**src/rtl/arb_requester.sv**
```systemverilog
// arb_requester
// Client side of a request/grant arbitration handshake. A job of `len` beats
// is accepted from local logic, a request is raised to the arbiter, and once
// the grant arrives the resource is owned for exactly len_q cycles. After the
// request ends (normal completion, grant timeout or grant loss), the block
// sits in a fixed idle holdoff before it accepts another job.
//
// Ports:
//   clock      rising-edge clock
//   reset      asynchronous, active-high reset
//   start      job strobe, sampled only in IDLE
//   len        beat count for the job, sampled with start (0 = ignored)
//   grant      grant from the arbiter (registered, one cycle after req)
//   req        request to the arbiter
//   busy       high in every state except IDLE
//   active     high while owning the resource, one cycle per beat
//   beat       index of the current beat while active, else 0
//   done       one-cycle pulse: burst completed normally
//   timed_out  one-cycle pulse: grant never arrived
//   aborted    one-cycle pulse: grant lost mid-burst
//
// All outputs are registered. They are computed from the next-state values,
// so they line up with the state they describe.
module arb_requester #(
  parameter int unsigned LEN_W   = 4,
  parameter int unsigned TIMEOUT = 8,
  parameter int unsigned HOLDOFF = 2
) (
  input  logic             clock,
  input  logic             reset,
  input  logic             start,
  input  logic [LEN_W-1:0] len,
  input  logic             grant,
  output logic             req,
  output logic             busy,
  output logic             active,
  output logic [LEN_W-1:0] beat,
  output logic             done,
  output logic             timed_out,
  output logic             aborted
);

  localparam int unsigned WAIT_W = (TIMEOUT > 1) ? $clog2(TIMEOUT) : 1;
  localparam int unsigned HOLD_W = (HOLDOFF > 1) ? $clog2(HOLDOFF) : 1;

  localparam logic [WAIT_W-1:0] WAIT_LAST = WAIT_W'(TIMEOUT - 1);
  localparam logic [HOLD_W-1:0] HOLD_LAST = HOLD_W'(HOLDOFF - 1);
  localparam logic [LEN_W-1:0]  BEAT_ONE  = LEN_W'(1);

  typedef enum logic [1:0] {
    S_IDLE,
    S_REQ,
    S_OWN,
    S_HOLD
  } state_t;

  state_t             state, state_n;
  logic [LEN_W-1:0]   len_q, len_q_n;
  logic [LEN_W-1:0]   beat_n;
  logic [WAIT_W-1:0]  wait_cnt, wait_cnt_n;
  logic [HOLD_W-1:0]  hold_cnt, hold_cnt_n;
  logic               req_n, busy_n, active_n;
  logic               done_n, timed_out_n, aborted_n;

  always_ff @(posedge clock or posedge reset) begin
    if (reset) begin
      state     <= S_IDLE;
      len_q     <= '0;
      wait_cnt  <= '0;
      hold_cnt  <= '0;
      req       <= 1'b0;
      busy      <= 1'b0;
      active    <= 1'b0;
      beat      <= '0;
      done      <= 1'b0;
      timed_out <= 1'b0;
      aborted   <= 1'b0;
    end else begin
      state     <= state_n;
      len_q     <= len_q_n;
      wait_cnt  <= wait_cnt_n;
      hold_cnt  <= hold_cnt_n;
      req       <= req_n;
      busy      <= busy_n;
      active    <= active_n;
      beat      <= beat_n;
      done      <= done_n;
      timed_out <= timed_out_n;
      aborted   <= aborted_n;
    end
  end

  always_comb begin
    state_n     = state;
    len_q_n     = len_q;
    wait_cnt_n  = wait_cnt;
    hold_cnt_n  = hold_cnt;
    beat_n      = '0;
    done_n      = 1'b0;
    timed_out_n = 1'b0;
    aborted_n   = 1'b0;

    case (state)
      S_IDLE: begin
        // A zero-length job is dropped silently.
        if (start && (len != '0)) begin
          len_q_n    = len;
          wait_cnt_n = '0;
          state_n    = S_REQ;
        end
      end

      S_REQ: begin
        // A grant on the final waiting edge takes priority over the timeout.
        if (grant) begin
          state_n = S_OWN;
        end else if (wait_cnt == WAIT_LAST) begin
          state_n     = S_HOLD;
          hold_cnt_n  = '0;
          timed_out_n = 1'b1;
        end else begin
          wait_cnt_n = wait_cnt + 1'b1;
        end
      end

      S_OWN: begin
        if (!grant) begin
          state_n    = S_HOLD;
          hold_cnt_n = '0;
          aborted_n  = 1'b1;
        end else if (beat == (len_q - BEAT_ONE)) begin
          state_n    = S_HOLD;
          hold_cnt_n = '0;
          done_n     = 1'b1;
        end else begin
          beat_n = beat + BEAT_ONE;
        end
      end

      S_HOLD: begin
        if (hold_cnt == HOLD_LAST) begin
          state_n = S_IDLE;
        end else begin
          hold_cnt_n = hold_cnt + 1'b1;
        end
      end

      default: state_n = S_IDLE;
    endcase

    req_n    = (state_n == S_REQ) || (state_n == S_OWN);
    busy_n   = (state_n != S_IDLE);
    active_n = (state_n == S_OWN);
  end

endmodule

```
**config.mk**
```make
export PLATFORM = sky130hd
export DESIGN_NAME = arb_requester
export DESIGN_NICKNAME = d
export VERILOG_FILES = /design/src/rtl/arb_requester.sv
export SDC_FILE = /design/constraint.sdc
export NUM_CORES = 1
export LEC_CHECK = 0
export ABC_AREA = 1
export CAP_MARGIN = 20
export CORE_AREA = 2 2 49 51
export CTS_CLUSTER_DIAMETER = 100
export CTS_CLUSTER_SIZE = 14
export DETAILED_ROUTE_END_ITERATION = 12
export DIE_AREA = 0 0 51 53
export HOLD_SLACK_MARGIN = 0.06
export PLACE_DENSITY_LB_ADDON = 0.05
export RECOVER_POWER = 50
export SYNTH_ARGS = -nofsm -noshare
export SYNTH_HDL_FRONTEND = slang
export SYNTH_SLANG_ARGS = --single-unit
```
**constraint.sdc**
```tcl
create_clock -name clock -period 4.8 [get_ports clock]
set_input_delay 0.96 -clock clock [delete_from_list [all_inputs] [get_ports clock]]
set_output_delay 0.96 -clock clock [all_outputs]
set_load 0.1 [all_outputs]
```
Word-level counts from Yosys, hierarchy flattened
Cells that the tools add are included.

Add/sub/neg operators: 4. Equality and inequality tests: 12. Multiplexer cells: 28. Reduce and logical (&&, ||, !) cells: 10.

Operator list (count): 1-bit 2-to-1 mux (13); 2-bit 2-to-1 mux (6); 4-bit 2-to-1 mux (3); 3-bit 2-to-1 mux (3); 2-bit != test, second input constant (4); 2-bit one-hot mux with 4 select lines (1); 4-bit AND reduction (2); 2-bit equality test, second input constant (3); 3-bit one-hot mux with 2 select lines (1); 4-bit by 1-bit adder with 4-bit output, second input constant (1); 2-bit by 1-bit equality test with 1-bit output, second input constant (2); 4-bit equality test (1); 2-bit nonzero test (2); 4-bit nonzero test (1); 4-bit by 1-bit subtractor with 4-bit output, second input constant (1); 3-bit by 1-bit adder with 3-bit output, second input constant (1); 3-bit equality test, second input constant (1); 3-bit != test, second input constant (1); 1-bit one-hot mux with 3 select lines (1); 3-bit nonzero test (1); 2-bit logical NOT (1); 2-bit AND reduction (1); 1-bit adder, second input constant (1); 1-bit logical AND (1); 1-bit logical OR (1).

Register bits after elaboration: 20. Input bits: 8. Output and inout bits: 10. Logic and storage cells: 65.

Depth between registers and ports, before layout
Gate-level depths: netlist of the first run.

Depth in word-level cells: 7. Gate-level depth with buffers: 14. Depth with buffers taken out: 14.

Worst setup path after synthesis of the first run
No wires, ideal clock.

Path kind: register to register. Start point: reg beat[2]. End point: reg req. Library setup time: 0.113 ns. Arrival: 1.906 ns. Required time: 4.687 ns. Setup slack: 2.781 ns. Cell stages (with the launch flop): 12. Buffers on the path: 0. Clock period less this slack: 2.019 ns. Cells stage by stage: dfrtp_1 nand2_1 nand2_1 nand2_1 nand2_1 nand3_2 nand2_1 nand2_2 nand3_2 inv_2 ha_1 inv_1.

Word-level cells in the longest chain between the ends: 6. Elaborated cells on any way between the ends: 7. Those cells by class: eq/ne: 3; mux: 3; reduce/logical: 1.

RTL lines: start, declared (line 37) `output logic [LEN_W-1:0] beat,`; start signal, assigned (line 86) `beat <= beat_n;`; 4-bit equality test * (line 131) `end else if (beat == (len_q - BEAT_ONE)) begin`; 2-bit 2-to-1 mux * (line 131); 2-bit 2-to-1 mux * (line 127) `if (!grant) begin`; 2-bit one-hot mux with 4 select lines * (line 103) `case (state)`; via state_n[0] (line 57) `state_t state, state_n;`; 2-bit by 1-bit equality test with 1-bit output or 2-bit equality test (tied branches) (line 151) `req_n = (state_n == S_REQ) || (state_n == S_OWN);`; 1-bit logical OR * (line 151); via req_n (line 62) `logic req_n, busy_n, active_n;`; end signal, assigned (line 83) `req <= req_n;`; end, declared (line 34) `output logic req,`.

Mark *: on every way through the listed nets, which the timed path passes. The rest lies on a longest branch. A chain may end at the register's enable or synchronous reset.

Final worst setup path of the first run
Start point: reg beat[0]. End point: out beat[0].

No word-level cell between the ends.

==> results of run 1 <==
-- final cells by class --
cell class / count / share of cell area, %
multi-input combinational: 83 / 34.8
inverter: 22 / 6.53
clock buffer: 4 / 2.87
timing repair buffer: 17 / 13.5
sequential: 20 / 39.6
tap: 28 / 2.77
-- final timing paths --
| path | slack [ps] | endpoint | cells past startpoint |
|---|---|---|---|
| min reg2reg | 490 | wait_cnt[1] | 2 |
| min | 490 | wait_cnt[1] | 2 |
| max in group asynchronous | 3130 | wait_cnt[2] | 2 |
| max | 1900 | beat[0] | 1 |
| min in group asynchronous | 1200 | beat[3] | 2 |
| max reg2reg | 3020 | req | 11 |
-- cell usage after synthesis --
library cell,count
nand2_2,6
dfrtp_1,20
nand3_2,3
nand4_1,1
nand2_1,34
nor2_2,1
o21ai_2,1
nor2_4,1
or2_4,1
ha_1,5
inv_2,4
nor2_1,14
nand3_1,5
xnor2_1,2
inv_1,18
xor2_1,1
nor3_1,2
a21oi_1,1
o21ai_0,5
-- registers in the layout, indices dropped and copies added (netlist names) --
name       flops
aborted        1
active         1
beat           4
busy           1
done           1
hold_cnt       1
len_q          4
req            1
state          2
timed_out      1
wait_cnt       3
-- cell families (layout without fill, tap and decap cells) --
family	after synthesis	after routing	share of synthesized area, %
compound gates	7	7	3.78
simple gates	68	68	30.7
buf+inv	22	43	8.05
fa+ha+maj	5	5	6.10
flops	20	20	48.8
xor+xnor	3	3	2.56
-- report_power, final --
part / switching [uW] / internal (uW)
Sequential: 35.4 / 220
Clock: 53.2 / 46.3
Combinational: 298 / 130
-- layer usage --
layer | vias up | global-route usage (%) | wire length, um | share of wire, %
li1 | 423 | - | - | -
met1 | 381 | 19.7 | 815 | 44
met2 | 12 | 28.1 | 952 | 52
met3 | 2 | 3.39 | 43 | 2.3
met4 | 0 | 9.01 | 26 | 1.4
met5 | - | 0 | 0 | 0
-- stage by stage --
step	total power (uW)	setup slack (ps)	cell area (um2)	hold slack [ps]
finish	783	1900	1260	491
global route	847	1820	1260	520
CTS	794	1880	1270	498
detailed placement	694	2240	1230	471
global placement	685	2270	1230	462
floorplan	601	2780	1030	441
==> results.toml, run 1 <==
[synth]
synth.avg_cell_area_um2 = 8.21
netlist_instances = 125
synth_top_area_share_pct = 48.8
yosysWarningCount = 0
syn_nets = 138
synth.largest_area_cell = "dfrtp_1"
synth_cell_type_count = 19
seq_area_frac_synth_pct = 48.8
netlist_area_um2 = 1030
synthTopCellsByArea = "dfrtp_1 49%, nand2_1 12%, inv_1 6.6%"
yosys_register_bits = 20

[power]
power_density_nw_per_um2 = 619
vdd_ir_drop_max_uv = 464
p_leak_uw = 0.000645

[floorplanning]
die_y_um = 53
ios = 18
dieArea_um2 = 2700
num_rows = 17
initial_utilization_pct = 47.8
dieWidth_um = 51
core_area_um2 = 2150

[cells_and_area]
layout_common_cells = "35 x nand2_1, 20 x dfrtp_1, 18 x inv_1"
final_nets = 160
multi_input_area_um2 = 440
antennaDiodeCount = 0
layout.area.seq_um2 = 500
fin_util_pct = 58.9
areaGrowthSynthToFinish_pct = 23.3
layout.cells.non_filler = 174
drive_gt1_share_pct = 13.7
layout_commonest_cell = "nand2_1"
fillCellCount = 216

[clock_tree]
cts.sinks = 20
cts_buffer_depth = 2
root_buffer = "clkbuf_4"
cts_tree = "done"
cts-hold-fix-buffers = 0
clkTransAtPathRegs_ps = 120
post-cts-setup-buffers = 0
clk_latency_ps = 310
h-tree-depth = 1
numCtsBuffers = 3
cts_resized = 0

[place]
place_congestion = 0.853
dp.cells = 170
hpwl_um = 1430
io_buffers = 17

[setup_path]
cp_data_required_time_ps = 3840
crit_chain = "clkdlybuf4s50_1"
worstSetupPathType = "reg2out"
cp-start-kind = "register"
cpPeakStageDelay_ps = 1170
crit_family = "buffers and inverters"
cp-end-kind = "output pin"
setup.worst_path.start = "beat[0]"
arrival_ps = 1940
critPathMaxFanout = 6
r2r_start = "len_q[0]"
path_buf_inv = 1
slowest_stage = "clkdlybuf4s50_1"

[global_routing]
grt_overflow = 0
grt_max_degree = 21
grt_pass1_vias = 796
grt_pass1_wl_um = 3260
antenna_found_initial = 0
grt.total_usage_pct = 16.6

[job]
cap_violations = 0

[sta]
fmax_ghz = 0.345
maxSlewHeadroom_pct = 35.6
slew_violations = 0
worstMarginPinSlew_ps = 963
min_period_ps = 2900
min_period_over_period_pct = 60.3
setup_viol = 0
rsz0062_at_grt = "false"
finalSetupTns_ps = 0
finalHoldViolations = 0
skew_ps = 8.26

[route]
drcViolationCount = 0
post_drt_wl_per_cell_um = 10.6
dr.pass1.iters = 4
vias = 818
routed_wl_um = 1840
drt-initial-drc-count = 11
ant_nets = 0
vias_per_cell = 4.70

[min_path]
hp-class = "reg2reg"
min_from = "wait_cnt[1]"

[status]
status = "finished clean"
No activity file was read; power rests on OpenSTA's default activity.
==> run 2: changes to the inputs <==
==> constraint.sdc (replaced) <==
create_clock -name clock -period 2.8 [get_ports clock]
set_input_delay 0.56 -clock clock [delete_from_list [all_inputs] [get_ports clock]]
set_output_delay 0.56 -clock clock [all_outputs]
set_load 0.1 [all_outputs]
==> run 2 against run 1 <==
Net effect: clock skew fell by 7.7 ps; die area stayed put; clock power increased by 69%; sequential share of layout area up 1.1 points; hold slack got worse by 3.9 ps; critical endpoint is now req; critical path depth stayed put; sequential cell count is the same; design area shrank 2.8%; via count shrank 2.1%.
==> results.toml, run 2 (same netlist as run 1, synthesis figures left out) <==
[floorplanning]
die_y_um = 53
core_area_um2 = 2150
num_rows = 17
initial_utilization_pct = 47.8
dieWidth_um = 51
ios = 18
dieArea_um2 = 2700

[sta]
maxSlewHeadroom_pct = 22.7
holdWs_ps = 487
finalSetupTns_ps = 0
skew_ps = 0.511
finalHoldViolations = 0
setup_viol = 0
fmax_ghz = 0.487
min_period_ps = 2050
min_period_over_period_pct = 73.3
rsz0062_at_grt = "false"
slew_violations = 0
worstMarginPinSlew_ps = 1160

[global_routing]
antenna_found_initial = 0
grt.total_usage_pct = 16.8
grt_pass1_wl_um = 3280
grt_pass1_vias = 809
grt_overflow = 0
grt_max_degree = 21

[route]
vias_per_cell = 4.60
dr.pass1.iters = 4
drt-initial-drc-count = 6
post_drt_wl_per_cell_um = 9.85
ant_nets = 0
drcViolationCount = 0
vias = 801
routed_wl_um = 1710

[setup_path]
crit_chain = "clkbuf_1"
cp-end-kind = "output pin"
worstSetupPathType = "reg2out"
path_buf_inv = 1
arrival_ps = 1490
crit_family = "buffers and inverters"
slowest_stage = "clkbuf_1"
cp_data_required_time_ps = 2240
cpPeakStageDelay_ps = 860
cp-start-kind = "register"
critPathMaxFanout = 1

[cells_and_area]
layout_commonest_cell = "nand2_1"
layout_common_cells = "34 x nand2_1, 20 x dfrtp_1, 18 x inv_1"
antennaDiodeCount = 0
drive_gt1_share_pct = 19.2
final_nets = 160
areaGrowthSynthToFinish_pct = 19.9
reg.largest.list = "beat x4, len_q x4, wait_cnt x3"

[place]
hpwl_um = 1360
place_congestion = 0.850
io_buffers = 17

[clock_tree]
numCtsBuffers = 3
root_buffer = "clkbuf_4"
h-tree-depth = 1
cts_resized = 0
cts.sinks = 20
cts_tree = "done"
cts-hold-fix-buffers = 0
post-cts-setup-buffers = 0
cts_buffer_depth = 2
clk_latency_ps = 300
clkTransAtPathRegs_ps = 110

[status]
status = "finished clean"

[power]
power_uw = 1310
vdd_ir_drop_max_uv = 650
power_density_nw_per_um2 = 1060
p_leak_uw = 0.000654

[min_path]
hp-class = "reg2reg"

[job]
cap_violations = 0
[run 2: tightest hold or removal path, stage by stage (launching register included)]
cell,delay (ps)
dfrtp_1,360
nand2_1,50
nand2_1,50
[run 2: final timing paths]
| path | from | endpoint | slack (ps) | depth (start not counted) |
|---|---|---|---|---|
| setup / recovery | req | req | 750 | 1 |
| hold / removal | wait_cnt[1] | wait_cnt[1] | 490 | 2 |
| setup reg to reg | len_q[0] | req | 1000 | 11 |
| hold reg to reg | wait_cnt[1] | wait_cnt[1] | 490 | 2 |
| max in group asynchronous | reset | beat[1] | 1510 | 2 |
| min in group asynchronous | reset | wait_cnt[0] | 820 | 2 |
[run 2: area by class of cell]
| class | count | area, um2 |
|---|---|---|
| inverters | 22 | 82.6 |
| repair buffers | 17 | 138 |
| clock buffers | 4 | 36.3 |
| fillers | 207 | 918 |
| well taps | 28 | 35.0 |
| multi-input cells | 83 | 438 |
| flip-flops and latches | 20 | 500 |
[run 2: through the flow]
stage | utilization (%) | instance area [um2] | worst slack, ps | cells
after CTS | 57.8 | 1240 | 1010 | 174
after detailed placement | 56.1 | 1210 | 743 | 170
after floorplan | - | 1030 | 781 | 125
after global routing | 57.3 | 1230 | 684 | 174
after global placement | 56.1 | 1210 | 809 | 170
final | 57.3 | 1230 | 747 | 174
[run 2: layer usage]
layer,GRT usage [%],up-vias,part of all wire (%),routed length (um)
met5,0,-,0,0
met2,29.9,13,48,831
met1,18.8,363,45,773
li1,-,420,-,-
met4,9.46,0,2.5,42
met3,3.39,5,3.9,67
[run 2: power by group]
part,internal (uW),leakage [uW],switching (uW)
Combinational,205,0.000374,498
Clock,79.3,0.0000210,88.5
Sequential,377,0.000259,58.7
==> run 3: changes to the inputs <==
==> constraint.sdc (replaced) <==
create_clock -name clock -period 2.1 [get_ports clock]
set_input_delay 0.42 -clock clock [delete_from_list [all_inputs] [get_ports clock]]
set_output_delay 0.42 -clock clock [all_outputs]
set_load 0.1 [all_outputs]
==> run 3 against run 2 <==
Net effect: design area is 0.51% higher; combinational power grew 34%; non-clock buffer count rose by 1; highest routed layer unchanged; setup slack worse by 430 ps; critical endpoint is now req; core utilization grew 0.29 points; sequential power up 33%; count of clock-buffer cells in the layout did not move; global-route usage decreased by 0.071 points; power increased by 33%; routed wire length rose by 2.7%.
==> results.toml, run 3 (same netlist as run 1, synthesis figures left out) <==
[status]
status = "finished clean"

[setup_path]
arrival_ps = 1980
crit_chain = "inv_2 > ha_1 > xnor2_1 > nor2_4 > nand3_2 > nand2_1 > nand2_2 > nand3_2 > inv_2 > ha_1 > inv_1"
path_buf_inv = 3
cp-end-kind = "register"
slowest_stage = "dfrtp_1"
crit_family = "adder cells"
cp-start-kind = "register"
critPathMaxFanout = 4
cp_data_required_time_ps = 2300
cpPeakStageDelay_ps = 400
worstSetupPathType = "reg2reg"

[min_path]
hp-class = "reg2reg"

[route]
vias_per_cell = 4.54
vias = 794
post_drt_wl_per_cell_um = 10.1
dr.pass1.iters = 4
wl_met1_um = 789
maxUsedRoutingLayer = "met4"
drt-initial-drc-count = 3
wl_met3_um = 47
routed_wl_um = 1760
drcViolationCount = 0
ant_nets = 0
wl_met2_um = 898

[global_routing]
antenna_found_initial = 0
grt_overflow = 0
grt.total_usage_pct = 16.8
grt_pass1_vias = 795
grt_pass1_wl_um = 3270
grt_max_degree = 21

[cells_and_area]
fillCellCount = 223
layout_common_cells = "34 x nand2_1, 20 x dfrtp_1, 18 x inv_1"
reg.largest.list = "beat x4, len_q x4, wait_cnt x3"
layout.cells.non_filler = 175
layout_commonest_cell = "nand2_1"
final_nets = 161
areaGrowthSynthToFinish_pct = 20.5
antennaDiodeCount = 0
drive_gt1_share_pct = 20.4

[floorplanning]
dieArea_um2 = 2700
core_area_um2 = 2150
dieWidth_um = 51
num_rows = 17
ios = 18
die_y_um = 53
initial_utilization_pct = 47.8

[power]
p_sw_uw = 868
vdd_ir_drop_max_uv = 736
swShare_pct = 49.8
power_density_nw_per_um2 = 1410
pwr-share-comb_pct = 53.9
internal_power_uw = 875
p_leak_uw = 0.000659
seqPwrFrac_pct = 33.4
pwr-share-clk_pct = 12.8

[sta]
rsz0062_at_grt = "false"
holdWs_ps = 491
fmax_ghz = 0.562
finalSetupTns_ps = 0
finalHoldViolations = 0
slew_violations = 0
min_period_over_period_pct = 84.7
worstMarginPinSlew_ps = 1070
maxSlewHeadroom_pct = 28.5
setup_viol = 0
skew_ps = 4.69
min_period_ps = 1780

[clock_tree]
h-tree-depth = 1
cts.sinks = 20
root_buffer = "clkbuf_4"
clkTransAtPathRegs_ps = 110
numCtsBuffers = 3
cts_buffer_depth = 2
clk_latency_ps = 300
cts-hold-fix-buffers = 0
cts_resized = 0
post-cts-setup-buffers = 0
cts_tree = "done"

[place]
place_congestion = 0.848
io_buffers = 17
dp.cells = 171
hpwl_um = 1390

[job]
cap_violations = 0
-- run 3: cell type report --
type | instances | area [um2] | share of cell area (%)
repair buffers | 18 | 141 | 11.4
clock buffers | 4 | 36.3 | 2.94
inverters | 22 | 82.6 | 6.68
well taps | 28 | 35.0 | 2.83
multi-input cells | 83 | 440 | 35.6
flip-flops and latches | 20 | 500 | 40.5
-- run 3: worst reg2reg max path: cells and delay by family, from the launching register on --
kind | cells | cell delay, ps
XOR/XNOR | 1 | 160
adder cells (fa/ha/maj) | 2 | 560
buffers and inverters | 3 | 130
flip-flops | 1 | 400
AND/OR/NAND/NOR | 5 | 440
-- run 3: power by group through the flow --
stage / Sequential (uW) / Clock [uW] / Combinational [uW]
floorplan: 860 / 0 / 513
global placement: 589 / 0 / 960
detailed placement: 590 / 0 / 974
CTS: 582 / 237 / 975
global route: 599 / 253 / 1060
finish: 582 / 223 / 939
-- run 3: final timing paths --
kind	startpoint	endpoint	slack, ps	depth (start not counted)
setup / recovery	len_q[0]	req	320	11
hold / removal	wait_cnt[1]	wait_cnt[1]	490	2
setup reg to reg	len_q[0]	req	320	11
hold reg to reg	wait_cnt[1]	wait_cnt[1]	490	2
max in group asynchronous	reset	timed_out	580	3
min in group asynchronous	reset	wait_cnt[1]	880	3
-- run 3: through the flow --
step / worst slack (ps) / area [um2] / power (uW) / utilization, %
detailed placement: 197 / 1210 / 1560 / 56.5
global route: 129 / 1240 / 1920 / 57.5
floorplan: 81.1 / 1030 / 1370 / -
global placement: 249 / 1210 / 1550 / 56.5
finish: 320 / 1240 / 1740 / 57.5
CTS: 309 / 1250 / 1790 / 58.2
-- run 3: routing by layer --
metal | GRT usage, % | vias up
li1 | - | 424
met2 | 29.0 | 10
met5 | 0 | -
met1 | 19.8 | 356
met3 | 3.39 | 4
met4 | 8.11 | 0
